## src/rtl/uart_tx_fifo.sv

```systemverilog
`timescale 1ns / 1ps
// -----------------------------------------------------------------------------
// uart_tx_fifo
//   UART transmitter with an internal baud-rate clock enable and a small TX
//   FIFO in front of the shift register. Frames are start bit, DATA_BITS data
//   bits sent LSB first, an optional parity bit, then STOP_BITS stop bits. Every
//   bit is held for DIV = CLK_FREQ / BAUDRATE cycles of clk.
//
// Ports
//   clk         system clock
//   rst         asynchronous reset, active high
//   tx_data     byte to queue
//   tx_valid    tx_data is valid; push = tx_valid && tx_ready at posedge clk
//   tx_ready    FIFO has room for another byte
//   fifo_count  bytes waiting in the FIFO (the byte being shifted is excluded)
//   busy        a frame is in progress or bytes are still queued
//   tx          serial line, idle high, driven from a flop
// -----------------------------------------------------------------------------
module uart_tx_fifo #(
    parameter int CLK_FREQ   = 25_000_000,
    parameter int BAUDRATE   = 9600,
    parameter int DATA_BITS  = 8,
    parameter int PARITY     = 0,
    parameter int STOP_BITS  = 1,
    parameter int FIFO_DEPTH = 4
) (
    input  logic                            clk,
    input  logic                            rst,
    input  logic [DATA_BITS-1:0]            tx_data,
    input  logic                            tx_valid,
    output logic                            tx_ready,
    output logic [$clog2(FIFO_DEPTH+1)-1:0] fifo_count,
    output logic                            busy,
    output logic                            tx
);

    localparam int DIV = CLK_FREQ / BAUDRATE;
    localparam int CW  = $clog2(FIFO_DEPTH + 1);
    localparam int PW  = $clog2(FIFO_DEPTH);
    localparam int BW  = $clog2(STOP_BITS * DIV + 1);
    localparam int IW  = $clog2(DATA_BITS);

    localparam logic [BW-1:0] BIT_RELOAD  = BW'(DIV - 1);
    localparam logic [BW-1:0] STOP_RELOAD = BW'(STOP_BITS * DIV - 1);
    localparam logic [IW-1:0] LAST_BIT    = IW'(DATA_BITS - 1);
    localparam logic [CW-1:0] FULL        = CW'(FIFO_DEPTH);
    localparam logic          ODD_PARITY  = (PARITY == 1);

    // Elaboration-time parameter sanity checks.
    if (DIV < 2) begin : g_div_check
        $error("uart_tx_fifo: CLK_FREQ/BAUDRATE must be at least 2");
    end
    if (DATA_BITS < 5 || DATA_BITS > 9) begin : g_data_check
        $error("uart_tx_fifo: DATA_BITS must be 5..9");
    end
    if (PARITY < 0 || PARITY > 2) begin : g_parity_check
        $error("uart_tx_fifo: PARITY must be 0, 1 or 2");
    end
    if (STOP_BITS < 1 || STOP_BITS > 2) begin : g_stop_check
        $error("uart_tx_fifo: STOP_BITS must be 1 or 2");
    end
    if (FIFO_DEPTH < 2 || (FIFO_DEPTH & (FIFO_DEPTH - 1)) != 0) begin : g_depth_check
        $error("uart_tx_fifo: FIFO_DEPTH must be a power of two >= 2");
    end

    typedef enum logic [2:0] {
        S_IDLE,
        S_START,
        S_DATA,
        S_PARITY,
        S_STOP
    } state_t;

    state_t                 state;
    logic [BW-1:0]          baud_cnt;
    logic [IW-1:0]          bit_idx;
    logic [DATA_BITS-1:0]   shifter;
    logic                   parity_bit;

    logic [DATA_BITS-1:0]   mem [FIFO_DEPTH];
    logic [PW-1:0]          wr_ptr;
    logic [PW-1:0]          rd_ptr;
    logic [DATA_BITS-1:0]   head;
    logic                   fifo_empty;
    logic                   bit_done;
    logic                   push;
    logic                   pop;

    assign head       = mem[rd_ptr];
    assign fifo_empty = (fifo_count == '0);
    assign bit_done   = (baud_cnt == '0);
    assign tx_ready   = (fifo_count < FULL);
    assign push       = tx_valid && tx_ready;
    // A byte leaves the FIFO either from idle or on the very last stop-bit
    // cycle, which is what makes queued frames run back to back.
    assign pop        = !fifo_empty && ((state == S_IDLE) || (state == S_STOP && bit_done));
    assign busy       = (state != S_IDLE) || !fifo_empty;

    // NOTE: the storage array carries no reset; only the pointers and count
    // define which entries are live, so clearing the data would buy nothing.
    always_ff @(posedge clk) begin
        if (push) begin
            mem[wr_ptr] <= tx_data;
        end
    end

    // NOTE: every clocked block uses non-blocking assignments so that all
    // flops sample the pre-edge values, whatever the block order.
    always_ff @(posedge clk or posedge rst) begin
        if (rst) begin
            wr_ptr     <= '0;
            rd_ptr     <= '0;
            fifo_count <= '0;
        end else begin
            if (push) begin
                wr_ptr <= wr_ptr + PW'(1);
            end
            if (pop) begin
                rd_ptr <= rd_ptr + PW'(1);
            end
            case ({push, pop})
                2'b10:   fifo_count <= fifo_count + CW'(1);
                2'b01:   fifo_count <= fifo_count - CW'(1);
                default: fifo_count <= fifo_count;
            endcase
        end
    end

    // Frame sequencer. baud_cnt is loaded with DIV-1 (or STOP_BITS*DIV-1 for
    // the stop phase) when a bit is launched, so each bit lasts exactly DIV
    // cycles and the bit advances on the cycle the counter reads zero.
    always_ff @(posedge clk or posedge rst) begin
        if (rst) begin
            state      <= S_IDLE;
            tx         <= 1'b1;
            baud_cnt   <= '0;
            bit_idx    <= '0;
            shifter    <= '0;
            parity_bit <= 1'b0;
        end else if (pop) begin
            shifter    <= head;
            parity_bit <= (^head) ^ ODD_PARITY;
            baud_cnt   <= BIT_RELOAD;
            tx         <= 1'b0;
            state      <= S_START;
        end else if (state != S_IDLE && !bit_done) begin
            baud_cnt <= baud_cnt - BW'(1);
        end else begin
            case (state)
                S_IDLE: begin
                    tx <= 1'b1;
                end
                S_START: begin
                    tx       <= shifter[0];
                    bit_idx  <= '0;
                    baud_cnt <= BIT_RELOAD;
                    state    <= S_DATA;
                end
                S_DATA: begin
                    if (bit_idx != LAST_BIT) begin
                        tx       <= shifter[1];
                        shifter  <= shifter >> 1;
                        bit_idx  <= bit_idx + IW'(1);
                        baud_cnt <= BIT_RELOAD;
                    end else if (PARITY != 0) begin
                        tx       <= parity_bit;
                        baud_cnt <= BIT_RELOAD;
                        state    <= S_PARITY;
                    end else begin
                        tx       <= 1'b1;
                        baud_cnt <= STOP_RELOAD;
                        state    <= S_STOP;
                    end
                end
                S_PARITY: begin
                    tx       <= 1'b1;
                    baud_cnt <= STOP_RELOAD;
                    state    <= S_STOP;
                end
                S_STOP: begin
                    // Last stop cycle with nothing queued.
                    tx    <= 1'b1;
                    state <= S_IDLE;
                end
                default: begin
                    tx    <= 1'b1;
                    state <= S_IDLE;
                end
            endcase
        end
    end

endmodule

```

## config.mk

```make
export PLATFORM = sky130hd
export DESIGN_NAME = uart_tx_fifo
export DESIGN_NICKNAME = d
export VERILOG_FILES = /design/src/rtl/uart_tx_fifo.sv
export SDC_FILE = /design/constraint.sdc
export NUM_CORES = 1
export LEC_CHECK = 0
export ABC_CLOCK_PERIOD_IN_PS = 8000
export CAP_MARGIN = 20
export CORE_AREA = 4 4 77 79
export DETAILED_ROUTE_END_ITERATION = 10
export DIE_AREA = 0 0 81 83
export PLACE_DENSITY = 0.78
export SLEW_MARGIN = 20
export SYNTH_ARGS = -nofsm -noshare
export SYNTH_HDL_FRONTEND = slang
export SYNTH_SLANG_ARGS = --single-unit
```

## constraint.sdc

```tcl
create_clock -name clk -period 8 [get_ports clk]
set_input_delay 0.8 -clock clk [delete_from_list [all_inputs] [get_ports clk]]
set_output_delay 0.8 -clock clk [all_outputs]
set_load 0.01 [all_outputs]
```

=== Word level (Yosys, flattened, before mapping) ===
Memory sizes are Yosys's and may differ from the RTL's.
Index checks and enable logic that the tools add are counted.

* Multiplexer cells: 20
* $mul: 0
* Reductions and logical operators: 21
* Add/subtract/negate cells: 6
* Bitwise logic cells: 2
* Eq/ne operators: 11
* Divide/modulo/power cells: 0
* Magnitude comparators: 1
* Shifts and indexed selects: 0

{| class="wikitable"
|+ Operator list
! kind !! count
|-
| $mux 12 || 3
|-
| $mux 8 || 4
|-
| $logic_not 12->1 || 1
|-
| $mux 3 || 4
|-
| $pmux 3 s2 || 2
|-
| $pmux 3 s4 || 1
|-
| $sub 12x1->12 const B || 1
|-
| $reduce_bool 2->1 || 4
|-
| $add 3x1->3 const B || 2
|-
| $eq 3x2->1 const B || 2
|-
| $logic_not 3->1 || 2
|-
| $ne 2x2->1 const B || 3
|-
| $ne 3x3->1 const B || 2
|-
| $reduce_and 3->1 || 2
|-
| $reduce_bool 3->1 || 2
|-
| $mux 1 || 5
|-
| $add 2x1->2 const B || 2
|-
| $logic_and 1x1->1 || 4
|-
| $reduce_and 4->1 || 1
|-
| $eq 3x1->1 const B || 1
|-
| $eq 3x3->1 const B || 1
|-
| $lt 3x3->1 const B || 1
|-
| $reduce_or 3->1 || 1
|-
| $sub 3x1->3 const B || 1
|-
| other kinds (6) || 9
|}

* Bits in latches: 0
* Memory bits (writable): 32
* ROM bits: 0
* Logic and storage cells: 70
* Register bits: 34
* Bits of input ports: 11
* Memories kept: 1
* Output and inout bits: 6

{| class="wikitable"
|+ Memories
! name !! depth !! bits a word !! rd ports !! clocked after memory_dff !! write ports !! line !! text
|-
| mem || 4 || 8 || 1 || 0 || 1 || 80 || <nowiki>logic [DATA_BITS-1:0] mem [FIFO_DEPTH];</nowiki>
|}

=== Logic depth before layout (Yosys ltp) ===
* Depth in word-level cells: 6
* Gate-level depth with buffers: 12
* Depth with buffers taken out: 11

=== Worst setup path after synthesis ===
No wires, ideal clock.

* Path type: reg2reg
* Start: register baud_cnt[0]
* End: register fifo_count[2]
* Data required time: 7.920 ns
* Slack: 5.488 ns
* Library setup time: 0.080 ns
* Data arrival time: 2.432 ns
* Buffers on the path: 1
* Cell stages (with the launch flop): 13
* Clock period less this slack: 2.512 ns
* Cells stage by stage: dfrtp_1 > inv_1 > ha_1 > nor4b_4 > a31oi_2 > buf_6 > nor2_4 > ha_1 > inv_1 > fa_1 > xor2_1 > nor2_1 > xnor2_1

* Word-level cells in the longest chain between the ends: 6
* Elaborated cells on any way between the ends: 8
* Those cells by class: eq/ne (2); mux (1); reduce/logical (5)

{| class="wikitable"
|+ RTL lines
! what !! line !! text
|-
| start: declaration || 75 || <nowiki>logic [BW-1:0] baud_cnt;</nowiki>
|-
| start signal: assignment || 147 || <nowiki>baud_cnt <= baud_cnt - BW'(1);</nowiki>
|-
| $logic_not 12->1 * || 91 || <nowiki>assign bit_done = (baud_cnt == '0);</nowiki>
|-
| $logic_and 1x1->1 * || 96 || <nowiki>assign pop = !fifo_empty && ((state == S_IDLE) || (state == S_STOP && bit_done));</nowiki>
|-
| $logic_or 1x1->1 * || 96 ||
|-
| $logic_and 1x1->1 * || 96 ||
|-
| $eq 2x1->1 / $eq 2x2->1 (equally long branches) || 121 || <nowiki>case ({push, pop})</nowiki>
|-
| $pmux 3 s2 / $reduce_bool 2->1 (equally long branches) || n/a ||
|-
| end signal: assignment || 122 || <nowiki>2'b10: fifo_count <= fifo_count + CW'(1);</nowiki>
|-
| end signal: assignment || 123 || <nowiki>2'b01: fifo_count <= fifo_count - CW'(1);</nowiki>
|-
| end signal: assignment || 124 || <nowiki>default: fifo_count <= fifo_count;</nowiki>
|-
| end: declaration || 32 || <nowiki>output logic [$clog2(FIFO_DEPTH+1)-1:0] fifo_count,</nowiki>
|}

Mark *: on every way between the ends. The rest lies on a longest branch, timed or not.
A chain may end at the register's enable or synchronous reset.

=== Final worst setup path ===
Same ends and word-level chain as after synthesis.

==> flow_metrics.py <==
metrics = {
    "outcome": {
        "status": "complete, no violations",
    },
    "placement": {
        "postPlaceCellArea_sq_um": 3270,
        "port_buffers": 16,
        "dpl.cell_count": 303,
        "dp_hpwl_microns": 3560,
        "gp_congestion": 0.789,
    },
    "global_routing": {
        "grt_pass1_wl_microns": 9450,
        "grt_pass1_vias": 1932,
        "grt_max_degree": 35,
        "grt_use_total_pct": 18.4,
        "top_usage_layer": "met2",
        "overflow": 0,
        "met3_usage_pct": 4.12,
        "grt_antenna_before_repair": 0,
        "use_met1_pct": 25.2,
        "grtUsageMet2_pct": 27.9,
    },
    "pwr": {
        "p_sw_share_pct": 33.4,
        "total_power_uw": 1170,
        "clkPwrFrac_pct": 23.0,
        "cellLeakagePower_uw": 0.00135,
        "combPwrFrac_pct": 28.8,
        "power.density_nw_per_um2": 339,
        "internal-power_uw": 782,
        "ir_worst_vdd_v": 0.000177,
        "pwr-share-seq_pct": 48.3,
        "power.net_switching_uw": 392,
    },
    "cells_and_area": {
        "final_util_pct": 64.9,
        "stdcell_count": 319,
        "antenna_cells": 0,
        "drive_above_1_share_pct": 14.6,
        "area_growth_pct": 13.2,
        "nets": 262,
        "final_cell_area_sq_um": 3460,
    },
    "setup_path": {
        "crit-reg2reg-capture": "fifo_count[2]$_DFFE_PP0P_",
        "crit_buf_inv": 2,
        "arrival_ps": 3090,
        "cp_slowest_stage_delay_ps": 390,
        "r2r_slack_ps": 5170,
        "r2r_cells": 11,
        "slowest_stage": "dfrtp_1",
        "critPathLaunchType": "flip-flop",
        "path_class": "reg -> reg",
        "cp_top_family": "adder cells",
        "critPathRequiredTime_ps": 8260,
        "path_cells": "inv_1 > ha_1 > nor4b_4 > a31oi_2 > nor2_4 > ha_1 > inv_1 > fa_1 > xor2_1 > nor2_1 > xnor2_1",
        "crit_fanout": 13,
        "endpoint_kind": "flip-flop",
        "crit_start": "baud_cnt[0]$_DFFE_PP0P_",
        "crit_end": "fifo_count[2]$_DFFE_PP0P_",
        "cp.depth": 11,
        "r2r-start": "baud_cnt[0]$_DFFE_PP0P_",
    },
    "logic_synthesis": {
        "synth_most_common_cell": "dfrtp_1",
        "yosys.area.top_type_share_pct": 31.4,
        "ys_ff_latch": 66,
        "synth_area_per_cell_sq_um": 13.7,
        "synthFlopType": "dfrtp_1",
        "yosysSeqAreaShare_pct": 59.3,
        "synthTopCellsByCount": "33 x dfrtp_1, 32 x edfxtp_1, 16 x inv_1",
        "syn_nets": 244,
        "synth-edff-count": 32,
        "syn_area_sq_um": 3060,
        "yosys_warnings": 0,
        "synth.top_cells.by_area": "edfxtp_1 31%, dfrtp_1 27%, mux4_2 5.9%",
        "async_reset_ff_share_pct": 51.5,
        "syn_inst": 224,
        "synth.lib_cells_used.distinct": 55,
        "synth_top_area_cell": "edfxtp_1",
    },
    "flow_run": {
        "drv_cap": 0,
    },
    "drt": {
        "wl_per_cell_microns": 16.7,
        "drtPass1Iterations": 4,
        "drt_wl_total_microns": 5320,
        "route.detailed.drc": 0,
        "drt_iter0_markers": 99,
        "routed_via_density": 5.78,
        "vias": 1844,
        "ant_nets": 0,
    },
    "clock_tree": {
        "cts_num_sinks": 66,
        "clk_transition_reported_paths_ps": 70,
        "cts-htree-levels": 3,
        "clockRootBuffer": "clkbuf_8",
        "cts_buffer_depth": 2,
        "insertion_delay_ps": 330,
        "cts_hold_buf": 0,
        "cts_resized": 0,
        "cts_buffers": 9,
        "post_cts_buffers": 0,
        "cts_tree": "yes",
    },
    "floorplanning": {
        "fp.dieArea_sq_um": 6720,
        "start_util_pct": 57.3,
        "ioPinCount": 17,
        "die_x_microns": 81,
        "core_area_sq_um": 5340,
        "dieHeight_microns": 83,
        "num_rows": 27,
    },
    "timing": {
        "finalCritPeriodShare_pct": 35.3,
        "grt_setup_unrepaired": "no",
        "skew_ps": 7.46,
        "tns_ps": 0,
        "maxSlewViolCount": 0,
        "period_needed_ps": 2830,
        "tightestPinTransition_ps": 756,
        "slew_headroom_pct": 49.4,
        "finalHoldViolCount": 0,
        "fmax_mhz": 354,
        "setup_viol": 0,
    },
    "worst_hold_path": {
        "min_path_type": "reg -> reg",
        "holdPathStages": 1,
    },
}
==> final cells by class <==
cell class / count / area (sq um)
Multi-Input combinational cell: 131 / 1130
Clock buffer: 9 / 124
Clock inverter: 7 / 70.1
Inverter: 16 / 60.1
Timing Repair Buffer: 18 / 175
Sequential cell: 66 / 1810
Tap cell: 72 / 90.1
Fill cell: 429 / 1880
==> per-stage QoR <==
| step | worst slack [ps] | hold WS [ps] |
|---|---|---|
| floorplan | 5490 | 461 |
| global placement | 5280 | 477 |
| detailed placement | 5180 | 484 |
| CTS | 5150 | 500 |
| global route | 4900 | 523 |
| finish | 5170 | 496 |
==> placed cells by master (no fill, tap or decap), types with 4 or more instances in the layout <==
cell and n:
dfrtp_1 33, edfxtp_1 32, inv_1 16, clkdlybuf4s50_1 16
nor3_1 11, nor2_1 9, nand2_1 9, clkbuf_8 9
o32ai_1 8, mux4_2 8, ha_1 8, o21ai_0 6
a2bb2oi_1 6, nand2b_1 4, a21o_1 4, xor2_1 4
and2_1 4
==> registers in the layout, summed over array words and instances (netlist names) <==
register    count
mem            32
baud_cnt       12
shifter         8
bit_idx         3
fifo_count      3
state           3
rd_ptr          2
wr_ptr          2
tx              1
==> cell families (layout without fill, tap and decap cells) <==
group                    Yosys count  count (layout)  share of synthesized area (%)
flip-flops                        66              66                           59.3
AND/OR/NAND/NOR                   54              54                           11.2
AO/OA/AOI/OAI                     49              49                           12.6
buffers and inverters             27              50                           3.76
multiplexers                      12              12                           7.24
adder cells (fa/ha/maj)            9               9                           3.93
XOR/XNOR                           7               7                           2.00
==> worst reg2reg max path, stage by stage (launching register included) <==
cell and delay [ps]:
dfrtp_1 390, inv_1 110, ha_1 220, nor4b_4 370
a31oi_2 390, nor2_4 250, ha_1 210, inv_1 70
fa_1 370, xor2_1 150, nor2_1 110, xnor2_1 120
==> routing by layer <==
| metal | vias to the layer above | share of wire [%] | routed length (microns) |
|---|---|---|---|
| met3 | 13 | 3.6 | 191 |
| met5 | - | 0 | 0 |
| li1 | 893 | - | - |
| met4 | 0 | 2.2 | 118 |
| met1 | 898 | 44 | 2350 |
| met2 | 40 | 50 | 2670 |
==> power by group through the flow <==
| stage | Combinational, uW | Sequential [uW] | Clock, uW |
|---|---|---|---|
| after floorplan | 284 | 526 | 0 |
| after global placement | 329 | 569 | 0 |
| after detailed placement | 338 | 574 | 0 |
| after CTS | 342 | 568 | 279 |
| after global routing | 382 | 586 | 294 |
| final | 338 | 567 | 270 |
==> how the worst min path moves through the flow <==
stage	from	end	slack, ps
after floorplan	shifter[0]$_DFFE_PP0P_	shifter[0]$_DFFE_PP0P_	460
after global placement	shifter[0]$_DFFE_PP0P_	shifter[0]$_DFFE_PP0P_	480
after detailed placement	shifter[0]$_DFFE_PP0P_	shifter[0]$_DFFE_PP0P_	480
after CTS	shifter[0]$_DFFE_PP0P_	shifter[0]$_DFFE_PP0P_	500
after global routing	shifter[0]$_DFFE_PP0P_	shifter[0]$_DFFE_PP0P_	520
final	shifter[0]$_DFFE_PP0P_	shifter[0]$_DFFE_PP0P_	500
Note: power is estimated with default switching activity, not from simulation.
